<file path="config.mk">
export PLATFORM = sky130hd
export DESIGN_NAME = cmp_arbiter
export DESIGN_NICKNAME = d
export VERILOG_FILES = /design/src/rtl/cmp_arbiter_pkg.sv /design/src/rtl/cmp_arbiter_cmp_unit.sv /design/src/rtl/cmp_arbiter.sv
export SDC_FILE = /design/constraint.sdc
export NUM_CORES = 1
export LEC_CHECK = 0
export ABC_AREA = 1
export BUFFER_PORTS_ARGS = -buffer_cell sky130_fd_sc_hd__buf_2
export CELL_PAD_IN_SITES_DETAIL_PLACEMENT = 1
export CELL_PAD_IN_SITES_GLOBAL_PLACEMENT = 2
export CORE_MARGIN = 4
export CORE_UTILIZATION = 29
export CTS_BUF_LIST = sky130_fd_sc_hd__clkbuf_4 sky130_fd_sc_hd__clkbuf_8
export DETAILED_ROUTE_END_ITERATION = 6
export PLACE_DENSITY = 0.78
export SLEW_MARGIN = 20
export SYNTH_ARGS = -nofsm -noshare
export SYNTH_HDL_FRONTEND = slang
export SYNTH_SLANG_ARGS = --single-unit
</file>
<file path="constraint.sdc">
create_clock -name clk -period 1.8 [get_ports clk]
set_clock_uncertainty 0.15 [all_clocks]
set_input_delay 0.18 -clock clk [delete_from_list [all_inputs] [get_ports clk]]
set_output_delay 0.18 -clock clk [all_outputs]
set_load 0.01 [all_outputs]
</file>
<file path="src/rtl/cmp_arbiter_pkg.sv">
// cmp_arbiter_pkg: shared definitions for the comparator arbiter.
//   - CMP_EQ / CMP_GT / CMP_LT : 2-bit result codes returned to requesters
//   - state_t                  : arbiter FSM states (IDLE -> GRANT -> CMP)
//   - rr_next_ptr              : round-robin pointer advance with wrap
// Build option: CMP_ARB_SIGNED_EN (see cmp_unit) does not change anything here.
package cmp_arbiter_pkg;

    localparam logic [1:0] CMP_EQ = 2'b00;
    localparam logic [1:0] CMP_GT = 2'b01;
    localparam logic [1:0] CMP_LT = 2'b10;

    typedef enum logic [1:0] {
        ST_IDLE  = 2'd0,
        ST_GRANT = 2'd1,
        ST_CMP   = 2'd2
    } state_t;

    // Advance a requester index by one, wrapping from n-1 back to 0.
    // Index and n are carried as 8-bit values so callers of any width can use it.
    function automatic logic [7:0] rr_next_ptr(input logic [7:0] idx, input logic [7:0] n);
        logic [7:0] nxt;
        if (idx == n - 8'd1) begin
            nxt = 8'd0;
        end else begin
            nxt = idx + 8'd1;
        end
        return nxt;
    endfunction

endpackage

</file>
<file path="src/rtl/cmp_arbiter_cmp_unit.sv">
// cmp_unit: purely combinational WIDTH-bit magnitude comparator.
// Ports:
//   a, b  in  WIDTH  operands
//   res   out 2      CMP_EQ (a==b), CMP_GT (a>b), CMP_LT (a<b); 2'b11 never produced
// Build option: CMP_ARB_SIGNED_EN defined -> operands treated as two's complement
//   (MSB is the sign bit); undefined -> unsigned compare over all WIDTH bits.
module cmp_unit
    import cmp_arbiter_pkg::*;
#(
    parameter int WIDTH = 4
) (
    input  logic [WIDTH-1:0] a,
    input  logic [WIDTH-1:0] b,
    output logic [1:0]       res
);

    logic gt;
    logic lt;

`ifdef CMP_ARB_SIGNED_EN
    assign gt = $signed(a) > $signed(b);
    assign lt = $signed(a) < $signed(b);
`else
    assign gt = a > b;
    assign lt = a < b;
`endif

    always_comb begin
        res = CMP_EQ;
        if (gt) begin
            res = CMP_GT;
        end else if (lt) begin
            res = CMP_LT;
        end
    end

endmodule

</file>
<file path="src/rtl/cmp_arbiter.sv">
// cmp_arbiter: shares one cmp_unit among N_REQ requesters with round-robin
// arbitration. A winner's operands are latched when leaving IDLE, compared in
// GRANT, and the result is returned with a one-cycle one-hot ack while in CMP.
// Ports:
//   clk      in   1            system clock (rising edge)
//   reset    in   1            asynchronous, active-high
//   req      in   N_REQ        level request per requester, held until ack
//   a_bus    in   N_REQ*WIDTH  operand A, requester i at [i*WIDTH +: WIDTH]
//   b_bus    in   N_REQ*WIDTH  operand B, same packing
//   ack      out  N_REQ        one-hot one-cycle pulse for the served requester
//   rsp_res  out  2            00 equal, 01 A>B, 10 A<B
//   rsp_id   out  IDW          index of the served requester
//   busy     out  1            high whenever the FSM is not in IDLE
// Build option: CMP_ARB_SIGNED_EN selects a signed compare inside cmp_unit;
//   timing and encoding are identical either way.
module cmp_arbiter
    import cmp_arbiter_pkg::*;
#(
    parameter int N_REQ = 4,
    parameter int WIDTH = 4,
    parameter int IDW   = 2
) (
    input  logic                   clk,
    input  logic                   reset,
    input  logic [N_REQ-1:0]       req,
    input  logic [N_REQ*WIDTH-1:0] a_bus,
    input  logic [N_REQ*WIDTH-1:0] b_bus,
    output logic [N_REQ-1:0]       ack,
    output logic [1:0]             rsp_res,
    output logic [IDW-1:0]         rsp_id,
    output logic                   busy
);

    localparam logic [IDW:0] N_REQ_W = (IDW + 1)'(N_REQ);

    // ------------------------------------------------------------------
    // State
    // ------------------------------------------------------------------
    state_t             state_reg,   state_next;
    logic [IDW-1:0]     rr_ptr_reg,  rr_ptr_next;
    logic [WIDTH-1:0]   a_op_reg,    a_op_next;
    logic [WIDTH-1:0]   b_op_reg,    b_op_next;
    logic [IDW-1:0]     id_reg,      id_next;
    logic [N_REQ-1:0]   ack_reg,     ack_next;
    logic [1:0]         rsp_res_reg, rsp_res_next;
    logic [IDW-1:0]     rsp_id_reg,  rsp_id_next;

    // ------------------------------------------------------------------
    // Operand unpacking and request rotation
    // ------------------------------------------------------------------
    logic [WIDTH-1:0] a_arr   [N_REQ];
    logic [WIDTH-1:0] b_arr   [N_REQ];
    logic [N_REQ-1:0] req_rot;
    logic [IDW-1:0]   idx_rot [N_REQ];

    genvar gi;
    generate
        for (gi = 0; gi < N_REQ; gi++) begin : g_unpack
            assign a_arr[gi] = a_bus[gi*WIDTH +: WIDTH];
            assign b_arr[gi] = b_bus[gi*WIDTH +: WIDTH];
        end

        // req_rot[k] is the request of requester (rr_ptr + k) mod N_REQ, so the
        // lowest set bit of req_rot is the round-robin winner. rr_ptr is always
        // below N_REQ, hence a single conditional subtract performs the wrap.
        for (gi = 0; gi < N_REQ; gi++) begin : g_rot
            logic [IDW:0] sum;
            assign sum = {1'b0, rr_ptr_reg} + (IDW + 1)'(gi);
            assign idx_rot[gi] = (sum >= N_REQ_W) ? IDW'(sum - N_REQ_W) : sum[IDW-1:0];
            assign req_rot[gi] = req[idx_rot[gi]];
        end
    endgenerate

    logic           win_hit;
    logic [IDW-1:0] win_id;

    // Scan from the far end down so the lowest rotated position wins.
    always_comb begin
        win_hit = 1'b0;
        win_id  = '0;
        for (int k = N_REQ - 1; k >= 0; k--) begin
            if (req_rot[k]) begin
                win_hit = 1'b1;
                win_id  = idx_rot[k];
            end
        end
    end

    // ------------------------------------------------------------------
    // Shared comparator, fed only from the latched operand registers
    // ------------------------------------------------------------------
    logic [1:0] cmp_res;

    cmp_unit #(
        .WIDTH (WIDTH)
    ) u_cmp_unit (
        .a   (a_op_reg),
        .b   (b_op_reg),
        .res (cmp_res)
    );

    // ------------------------------------------------------------------
    // FSM: state register
    // ------------------------------------------------------------------
    always_ff @(posedge clk or posedge reset) begin
        if (reset) begin
            state_reg   <= ST_IDLE;
            rr_ptr_reg  <= '0;
            a_op_reg    <= '0;
            b_op_reg    <= '0;
            id_reg      <= '0;
            ack_reg     <= '0;
            rsp_res_reg <= CMP_EQ;
            rsp_id_reg  <= '0;
        end else begin
            state_reg   <= state_next;
            rr_ptr_reg  <= rr_ptr_next;
            a_op_reg    <= a_op_next;
            b_op_reg    <= b_op_next;
            id_reg      <= id_next;
            ack_reg     <= ack_next;
            rsp_res_reg <= rsp_res_next;
            rsp_id_reg  <= rsp_id_next;
        end
    end

    // ------------------------------------------------------------------
    // FSM: next state and datapath loads
    // ------------------------------------------------------------------
    always_comb begin
        state_next   = state_reg;
        rr_ptr_next  = rr_ptr_reg;
        a_op_next    = a_op_reg;
        b_op_next    = b_op_reg;
        id_next      = id_reg;
        ack_next     = '0;          // ack is a pulse: cleared unless loaded below
        rsp_res_next = rsp_res_reg; // response fields hold their last value
        rsp_id_next  = rsp_id_reg;

        unique case (state_reg)
            ST_IDLE: begin
                if (win_hit) begin
                    a_op_next  = a_arr[win_id];
                    b_op_next  = b_arr[win_id];
                    id_next    = win_id;
                    state_next = ST_GRANT;
                end
            end
            ST_GRANT: begin
                // Result is captured on the edge into CMP so that ack, rsp_res
                // and rsp_id are all registered and visible throughout CMP.
                rsp_res_next = cmp_res;
                rsp_id_next  = id_reg;
                ack_next     = N_REQ'(1) << id_reg;
                state_next   = ST_CMP;
            end
            ST_CMP: begin
                rr_ptr_next = IDW'(rr_next_ptr(8'(id_reg), 8'(N_REQ)));
                state_next  = ST_IDLE;
            end
            default: begin
                state_next = ST_IDLE;
            end
        endcase
    end

    // ------------------------------------------------------------------
    // Outputs
    // ------------------------------------------------------------------
    assign ack     = ack_reg;
    assign rsp_res = rsp_res_reg;
    assign rsp_id  = rsp_id_reg;
    assign busy    = (state_reg != ST_IDLE);

endmodule

</file>
==> results of run 1 <==
==> layout by cell type (no fill, tap or decap) <==
master	count
buf_2	46
nand2_1	42
inv_1	40
nand3_1	31
nand2_2	25
dfrtp_1	21
nand2_4	13
buf_4	9
nor2_1	8
ha_1	8
o21ai_0	6
nand3_2	5
buf_12	5
nand3_4	4
clkbuf_8	4
a21oi_1	2
inv_2	2
nor2_4	2
nand2_8	2
a21oi_4	2
buf_6	2
clkinv_1	1
clkinv_4	1
o21ai_1	1
o21a_1	1
a21oi_2	1
clkbuf_16	1
dlygate4sd3_1	1
dfrtp_2	1
==> synthesized netlist by cell type, drive strengths merged <==
cell	n	area, um2
a21oi	4	31.3
inv	43	166
nor2	10	40.0
ha	8	100
dfrtp	22	551
clkinv	1	3.75
buf	5	57.6
o21ai	7	35.0
nand3	40	245
nand2	82	402
o21a	1	7.51
==> stage by stage <==
stage / setup TNS (ns) / hold slack, ns / cells / setup WS [ns] / area (um2)
CTS: -0.00409 / 0.0673 / 354 / -0.00365 / 2130
detailed placement: -0.783 / 0.0830 / 347 / -0.0985 / 2020
finish: -0.226 / 0.0620 / 359 / -0.0898 / 2340
global route: -1.31 / 0.0758 / 359 / -0.192 / 2340
floorplan: 0 / 0.0192 / 223 / 0.0947 / 1640
global placement: -0.403 / 0.0776 / 347 / -0.0610 / 2020
==> routing by layer <==
layer	share of wire [%]	vias up	global-route usage [%]
li1	-	811	-
met1	42	701	14.4
met2	53	33	22.0
met3	3.9	2	1.98
met4	0.77	0	3.57
met5	0	-	0
==> final timing paths <==
kind                                from       endpoint  cells past startpoint
max reg2reg                rr_ptr_reg[0]      id_reg[0]                     12
max in group asynchronous          reset  rr_ptr_reg[0]                      4
min reg2reg                    rsp_id[1]      rsp_id[1]                      2
min                            a_bus[15]    a_op_reg[3]                      5
min in group asynchronous          reset      rsp_id[0]                      4
max                        rr_ptr_reg[0]      id_reg[0]                     12
==> worst max-delay path, stage by stage, from the launching register on <==
cell     delay, ns
dfrtp_2       0.47
buf_12        0.15
nand2_1       0.07
nand2_2       0.08
nand2_2       0.10
inv_1         0.05
nor2_1        0.16
nand2_2       0.10
nand2_4       0.13
buf_6         0.14
inv_1         0.06
nand2_1       0.06
o21ai_1       0.05
==> report_power, final <==
group	switching [mW]	leakage, nW	internal [mW]
Combinational	2.06	1.01	1.54
Clock	0.165	0.0288	0.195
Sequential	0.146	0.273	0.734
==> cell type report <==
class                   instances  area [um2]  share of cell area (%)
well taps                      72        90.1                    3.84
flip-flops and latches         22         552                    23.5
clock buffers                   4        55.1                    2.35
multi-input cells             153        1020                    43.6
repair buffers                 64         455                    19.4
inverters                      44         170                    7.26
==> what timing repair did <==
action | CTS | global route
buffers inserted | 1 | 4
gates resized for setup | 6 | 34
pin swaps | 1 | 20
gates cloned | 1 | 1
endpoints found under the setup margin | 10 | 11
hold endpoints to repair | 22 | 0
hold buffers | 1 | 0
==> kinds of logic after synthesis <==
logic type      count (synthesis)  synth area share, %
simple gates                  132                 41.9
fa+ha+maj                       8                 6.11
flops                          22                 33.6
compound gates                 12                 4.50
buf+inv                        49                 13.9
==> results.json, run 1 <==
{
  "outcome": "finished with violations",
  "violations": "setup timing",
  "coreArea_um2": 5510,
  "critPathRequiredTime_ns": 1.80,
  "dp_hpwl_mm": 3.26,
  "fin_util_pct": 42.6,
  "root_buffer": "clkbuf_8",
  "rows": 27,
  "slew_violations": 0,
  "viasPerCell": 4.31,
  "endpoint_kind": "register",
  "track_usage_pct": 12.1,
  "die_area_um2": 6920,
  "worstMarginPinSlew_ns": 0.314,
  "dr.first_iter.drc_count": 19,
  "synth-seq-area-share_pct": 33.6,
  "path_max_fanout": 6,
  "synth-seq-cells": 22,
  "die_w_um": 83.2,
  "grt_pass1_vias": 1576,
  "port_buffers": 46,
  "nets": 334,
  "p_leak_nw": 1.31,
  "cts.path.max_buffers": 2,
  "cts_tree": "built",
  "cts_buffers": 3,
  "io_pins": 47,
  "drtAntennaViolNets": 0,
  "grt_pass1_wl_mm": 6.91,
  "r2r_slack_ns": -0.09,
  "drive_gt1_share_pct": 43.6,
  "start_util_pct": 29.8,
  "cap_violations": 0,
  "wl_per_cell_um": 12.3,
  "area_growth_pct": 43.1,
  "vias": 1547,
  "cp-start-kind": "register",
  "hold_violations": 0,
  "rsz0062_at_grt": "yes",
  "syn_area_per_cell_um2": 7.35,
  "drc": 0,
  "syn_nets": 269,
  "vdd_drop_max_mv": 0.641,
  "antenna_found_initial": 0,
  "fmax_mhz": 529,
  "diodes": 0,
  "power_mw": 4.84,
  "syn_inst": 223,
  "netlist-cell-type-count": 23,
  "die_h_um": 83.2,
  "ys_warn_count": 0,
  "period_minus_slack_ns": 1.89,
  "synth_area_um2": 1640,
  "setup.worst_path.class": "reg -> reg",
  "grt_overflow": 0,
  "fill_cells": 693,
  "gp_routability_congestion": 0.779,
  "fin_ws_ns": -0.0898,
  "setup_viol": 10,
  "grt_max_degree": 23,
  "min_path_type": "in -> reg",
  "cp.arrival_ns": 1.89,
  "clk_latency_ns": 0.27,
  "fin_crit_sh_pct": 105,
  "power.density_nw_per_um2": 2070,
  "wl_mm": 4.41,
  "htree_levels": 1,
  "slew_headroom_pct": 79.0,
  "first_pass_iters": 4,
  "cts.clk_slew.worst_paths_ns": 0.08,
  "clock_sinks": 22
}
No activity file was read; power rests on OpenSTA's default activity.
==> inputs of run 2 (changes only) <==
- PLACE_DENSITY: 0.78 -> 0.9
==> run 2 against run 1 <==
  * Worst hold slack gained 0.0092 ns
  * Wire length down 3.0%
  * Combinational power fell by 15%
  * Critical path depth unchanged
  * Largest power group unchanged
  * The flow still finishes with violations (setup timing)
  * Clock-buffer cell count fell by 1
  * Total power down 8.6%
  * Sequential power is 2% higher
  * Highest routed layer unchanged
  * Die area unchanged
  * First-iteration DRC count is 68% higher
==> results.json, run 2 (synthesis gave the netlist of run 1 again) <==
{
  "r2r_slack_ns": -0.06,
  "grt_overflow": 0,
  "cap_violations": 0,
  "dp_hpwl_mm": 3.21,
  "grt_pass1_vias": 1681,
  "cts.path.max_buffers": 2,
  "grt_pass1_wl_mm": 7.63,
  "dr.first_iter.drc_count": 32,
  "vdd_drop_max_mv": 0.594,
  "path_max_fanout": 8,
  "area_growth_pct": 32.5,
  "worstMarginPinSlew_ns": 0.305,
  "diodes": 0,
  "startpoint": "rr_ptr_reg[0]",
  "hold_violations": 0,
  "cts.clk_slew.worst_paths_ns": 0.08,
  "setup_tns_ns": -0.388,
  "nets": 330,
  "min_path_type": "in -> reg",
  "port_buffers": 46,
  "pre_cts_ws_ns": -0.146,
  "first_pass_iters": 4,
  "track_usage_pct": 13.1,
  "coreArea_um2": 5510,
  "period_minus_slack_ns": 1.86,
  "io_pins": 47,
  "drive_gt1_share_pct": 37.1,
  "die_h_um": 83.2,
  "power_mw": 4.43,
  "rsz0062_at_grt": "yes",
  "antenna_found_initial": 0,
  "final_cells": 355,
  "fill_cells": 725,
  "setup.worst_path.class": "reg -> reg",
  "clock_sinks": 22,
  "dp_cells": 343,
  "viasPerCell": 4.40,
  "cts_tree": "built",
  "start_util_pct": 29.8,
  "root_buffer": "clkbuf_8",
  "fin_util_pct": 39.4,
  "cp.arrival_ns": 1.87,
  "slew_headroom_pct": 79.6,
  "htree_levels": 1,
  "grt_max_degree": 23,
  "fmax_mhz": 537,
  "endpoint_kind": "register",
  "violations": "setup timing",
  "rr_worst_depth": 12,
  "power.density_nw_per_um2": 2040,
  "fin_crit_sh_pct": 103,
  "final_common_cell": "nand2_1",
  "outcome": "finished with violations",
  "r2r-start": "rr_ptr_reg[0]",
  "fin_ws_ns": -0.0610,
  "cp-start-kind": "register",
  "gp_routability_congestion": 0.763,
  "wl_mm": 4.28,
  "layout_common_cells": "nand2_1, buf_2, inv_1",
  "die_w_um": 83.2,
  "slew_violations": 0,
  "critPathRequiredTime_ns": 1.80,
  "clk_latency_ns": 0.26,
  "p_leak_nw": 1.24,
  "wl_per_cell_um": 12.1,
  "drc": 0,
  "cts_buffers": 3,
  "rr_endpoint": "id_reg[0]",
  "setup_viol": 9,
  "drtAntennaViolNets": 0,
  "vias": 1561,
  "die_area_um2": 6920,
  "rows": 27,
  "cp-endpoint": "id_reg[0]"
}
==> run 2: worst min path at each step <==
stage	startpoint	endpoint	slack, ns	cells after the start
after detailed placement	reset	ack[1]	0.1	3
after floorplan	reset	a_op_reg[0]	0.02	1
final	b_bus[14]	b_op_reg[2]	0.07	5
after global placement	reset	rsp_id[0]	0.08	3
after global routing	b_bus[14]	b_op_reg[2]	0.08	5
after CTS	b_bus[14]	b_op_reg[2]	0.07	5
==> run 2: report_power, final <==
group	switching [mW]	internal (mW)	leakage (nW)
registers	0.159	0.736	0.272
clock network	0.171	0.297	0.0357
logic	1.80	1.26	0.933
==> run 2: layer usage <==
metal	track usage (%)	vias to the layer above	share of wire [%]
met5	0	-	0
met4	1.34	0	0.21
met3	3.17	2	5.4
met2	24.0	37	51
met1	15.9	721	44
li1	-	801	-
==> run 2: metrics by stage <==
stage / area [um2] / hold WS [ns]
floorplan: 1640 / 0.0192
global placement: 1980 / 0.0781
detailed placement: 1980 / 0.0973
CTS: 2160 / 0.0658
global route: 2170 / 0.0777
finish: 2170 / 0.0712
==> run 2: timing repair <==
item | CTS | global route
setup buffers | 5 | 1
endpoints found under the setup margin | 10 | 10
hold endpoints to repair | 22 | 0
gates cloned | 1 | 0
pin swaps | 6 | 1
hold buffers | 1 | 0
resized for setup | 12 | 0
==> run 2: worst max-delay path: stages, from the launching register on <==
cell and delay [ns]:
dfrtp_2 0.49, inv_6 0.12, nand2_4 0.07, nand3_2 0.08, nand2_2 0.07, inv_2 0.10, nand2_4 0.06, nand2_4 0.11
nand2_8 0.07, buf_4 0.17, buf_4 0.14, nand2_1 0.05, o21ai_1 0.06
==> run 2: layout make-up <==
| cell class | instances | area, um2 | area share, % |
|---|---|---|---|
| Multi-Input combinational cell | 153 | 905 | 41.6 |
| Clock inverter | 1 | 30.0 | 1.38 |
| Timing Repair Buffer | 60 | 383 | 17.6 |
| Inverter | 44 | 170 | 7.83 |
| Sequential cell | 22 | 553 | 25.5 |
| Clock buffer | 3 | 41.3 | 1.90 |
| Tap cell | 72 | 90.1 | 4.15 |
==> inputs of run 3 (changes only) <==
- SETUP_SLACK_MARGIN: default -> 0.4
==> run 3 against run 2 <==
  * The run still ends with setup timing left
  * Worst hold slack improved by 0.0060 ns
  * Wire length increased by 6.2%
  * Via count unchanged
  * Highest routed layer unchanged
==> results.json, run 3 (synthesis gave the netlist of run 1 again) <==
{
  "final_cells": 356,
  "setup_tns_ns": -0.0269,
  "wl_per_cell_um": 12.8,
  "first_pass_iters": 3,
  "fmax_mhz": 552,
  "rr_worst_depth": 12,
  "r2r-start": "rr_ptr_reg[0]",
  "diodes": 0,
  "place_area_um2": 2040,
  "pre_cts_ws_ns": -0.121,
  "vias": 1561,
  "port_buffers": 46,
  "fin_crit_sh_pct": 101,
  "layout_common_cells": "nand2_1, buf_2, inv_1",
  "dp_hpwl_mm": 3.44,
  "postCtsSetupBuffers": 0,
  "startpoint": "rr_ptr_reg[0]",
  "cp.arrival_ns": 1.82,
  "grt_pass1_vias": 1715,
  "power_mw": 4.78,
  "rsz0062_at_grt": "yes",
  "r2r_slack_ns": -0.01,
  "endpoint_kind": "register",
  "setup.worst_path.class": "reg -> reg",
  "cts.clk_slew.worst_paths_ns": 0.08,
  "hold_slack_ns": 0.0772,
  "clk_latency_ns": 0.26,
  "io_pins": 47,
  "cts_buffers": 3,
  "cp-start-kind": "register",
  "cp-endpoint": "b_op_reg[0]",
  "htree_levels": 1,
  "cts_tree": "built",
  "die_h_um": 83.2,
  "min_path_type": "in -> reg",
  "cap_violations": 0,
  "area_growth_pct": 40.5,
  "path_max_fanout": 8,
  "antenna_found_initial": 0,
  "die_area_um2": 6920,
  "drive_gt1_share_pct": 44.0,
  "violations": "setup timing",
  "fin_util_pct": 41.8,
  "p_leak_nw": 1.28,
  "track_usage_pct": 13.2,
  "outcome": "finished with violations",
  "finish.instance_area_um2": 2300,
  "drc": 0,
  "dr.first_iter.drc_count": 33,
  "power.density_nw_per_um2": 2070,
  "start_util_pct": 29.8,
  "setup_viol": 3,
  "clock_sinks": 22,
  "wl_mm": 4.54,
  "critPathRequiredTime_ns": 1.81,
  "gp_routability_congestion": 0.756,
  "coreArea_um2": 5510,
  "slew_violations": 0,
  "viasPerCell": 4.38,
  "fin_ws_ns": -0.0111,
  "nets": 331,
  "hold_violations": 0,
  "die_w_um": 83.2,
  "rr_endpoint": "b_op_reg[0]",
  "rows": 27,
  "period_minus_slack_ns": 1.81,
  "grt_overflow": 0,
  "vdd_drop_max_mv": 0.620,
  "grt_pass1_wl_mm": 7.59,
  "grt_max_degree": 23,
  "worstMarginPinSlew_ns": 0.288,
  "slew_headroom_pct": 80.8,
  "drtAntennaViolNets": 0,
  "cts.path.max_buffers": 2,
  "dp_cells": 349,
  "root_buffer": "clkbuf_8"
}
==> run 3: changes by cell type in the layout (fill, tap and decap cells not counted), moves of 2 or more <==
cell     delta
nand3_2     +2
o21ai_1     +2
ha_1        -2
o21ai_0     -2
nand2_2     +5
inv_2       +3
nand2_1     -9
a21oi_1     -2
nand2_4     +3
buf_4       +2
ha_4        +2
inv_1       -2
nand3_1     -3
==> run 3: repair_timing <==
item,4_1_cts,5_1_grt
hold buffers,1,0
cloned,1,1
pin swaps,1,4
endpoints found under the setup margin,13,16
hold endpoints to repair,22,0
gates resized for setup,14,22
==> run 3: where the power goes <==
group	internal (mW)	total, mW	switching, mW
Combinational	1.40	3.39	2.00
Clock	0.297	0.464	0.167
Sequential	0.734	0.923	0.189
==> run 3: worst min path at each step <==
stage | depth (start not counted) | start | end
6_report | 5 | b_bus[15] | b_op_reg[3]
5_1_grt | 5 | b_bus[12] | b_op_reg[0]
4_1_cts | 5 | b_bus[15] | b_op_reg[3]
3_5_place_dp | 3 | reset | ack[2]
3_3_place_gp | 3 | reset | ack[1]
2_1_floorplan | 1 | reset | a_op_reg[0]
==> run 3: critical path: stages, from the launching register on <==
cell,delay (ns)
dfrtp_2,0.52
inv_8,0.08
nand2_4,0.09
nand3_4,0.08
nand2_2,0.09
nand3_4,0.09
nand2_4,0.10
nand2_8,0.08
clkbuf_16,0.17
nand3_1,0.08
nand2_2,0.05
nand2_1,0.07
nand3_2,0.05
==> run 3: metal layers <==
layer  up-vias  global-route usage, %  part of all wire [%]
met3         4                   2.48                   4.2
li1        806                      -                     -
met5         -                      0                     0
met4         0                   4.31                   1.3
met1       718                   14.3                    40
met2        33                   25.4                    55
==> run 3: final cells by class <==
cell class                      count  area [um2]
Clock inverter                      1        30.0
Inverter                           44         173
Clock buffer                        3        41.3
Sequential cell                    22         552
Timing Repair Buffer               61         392
Tap cell                           72        90.1
Multi-Input combinational cell    153        1030
Fill cell                         706        3200
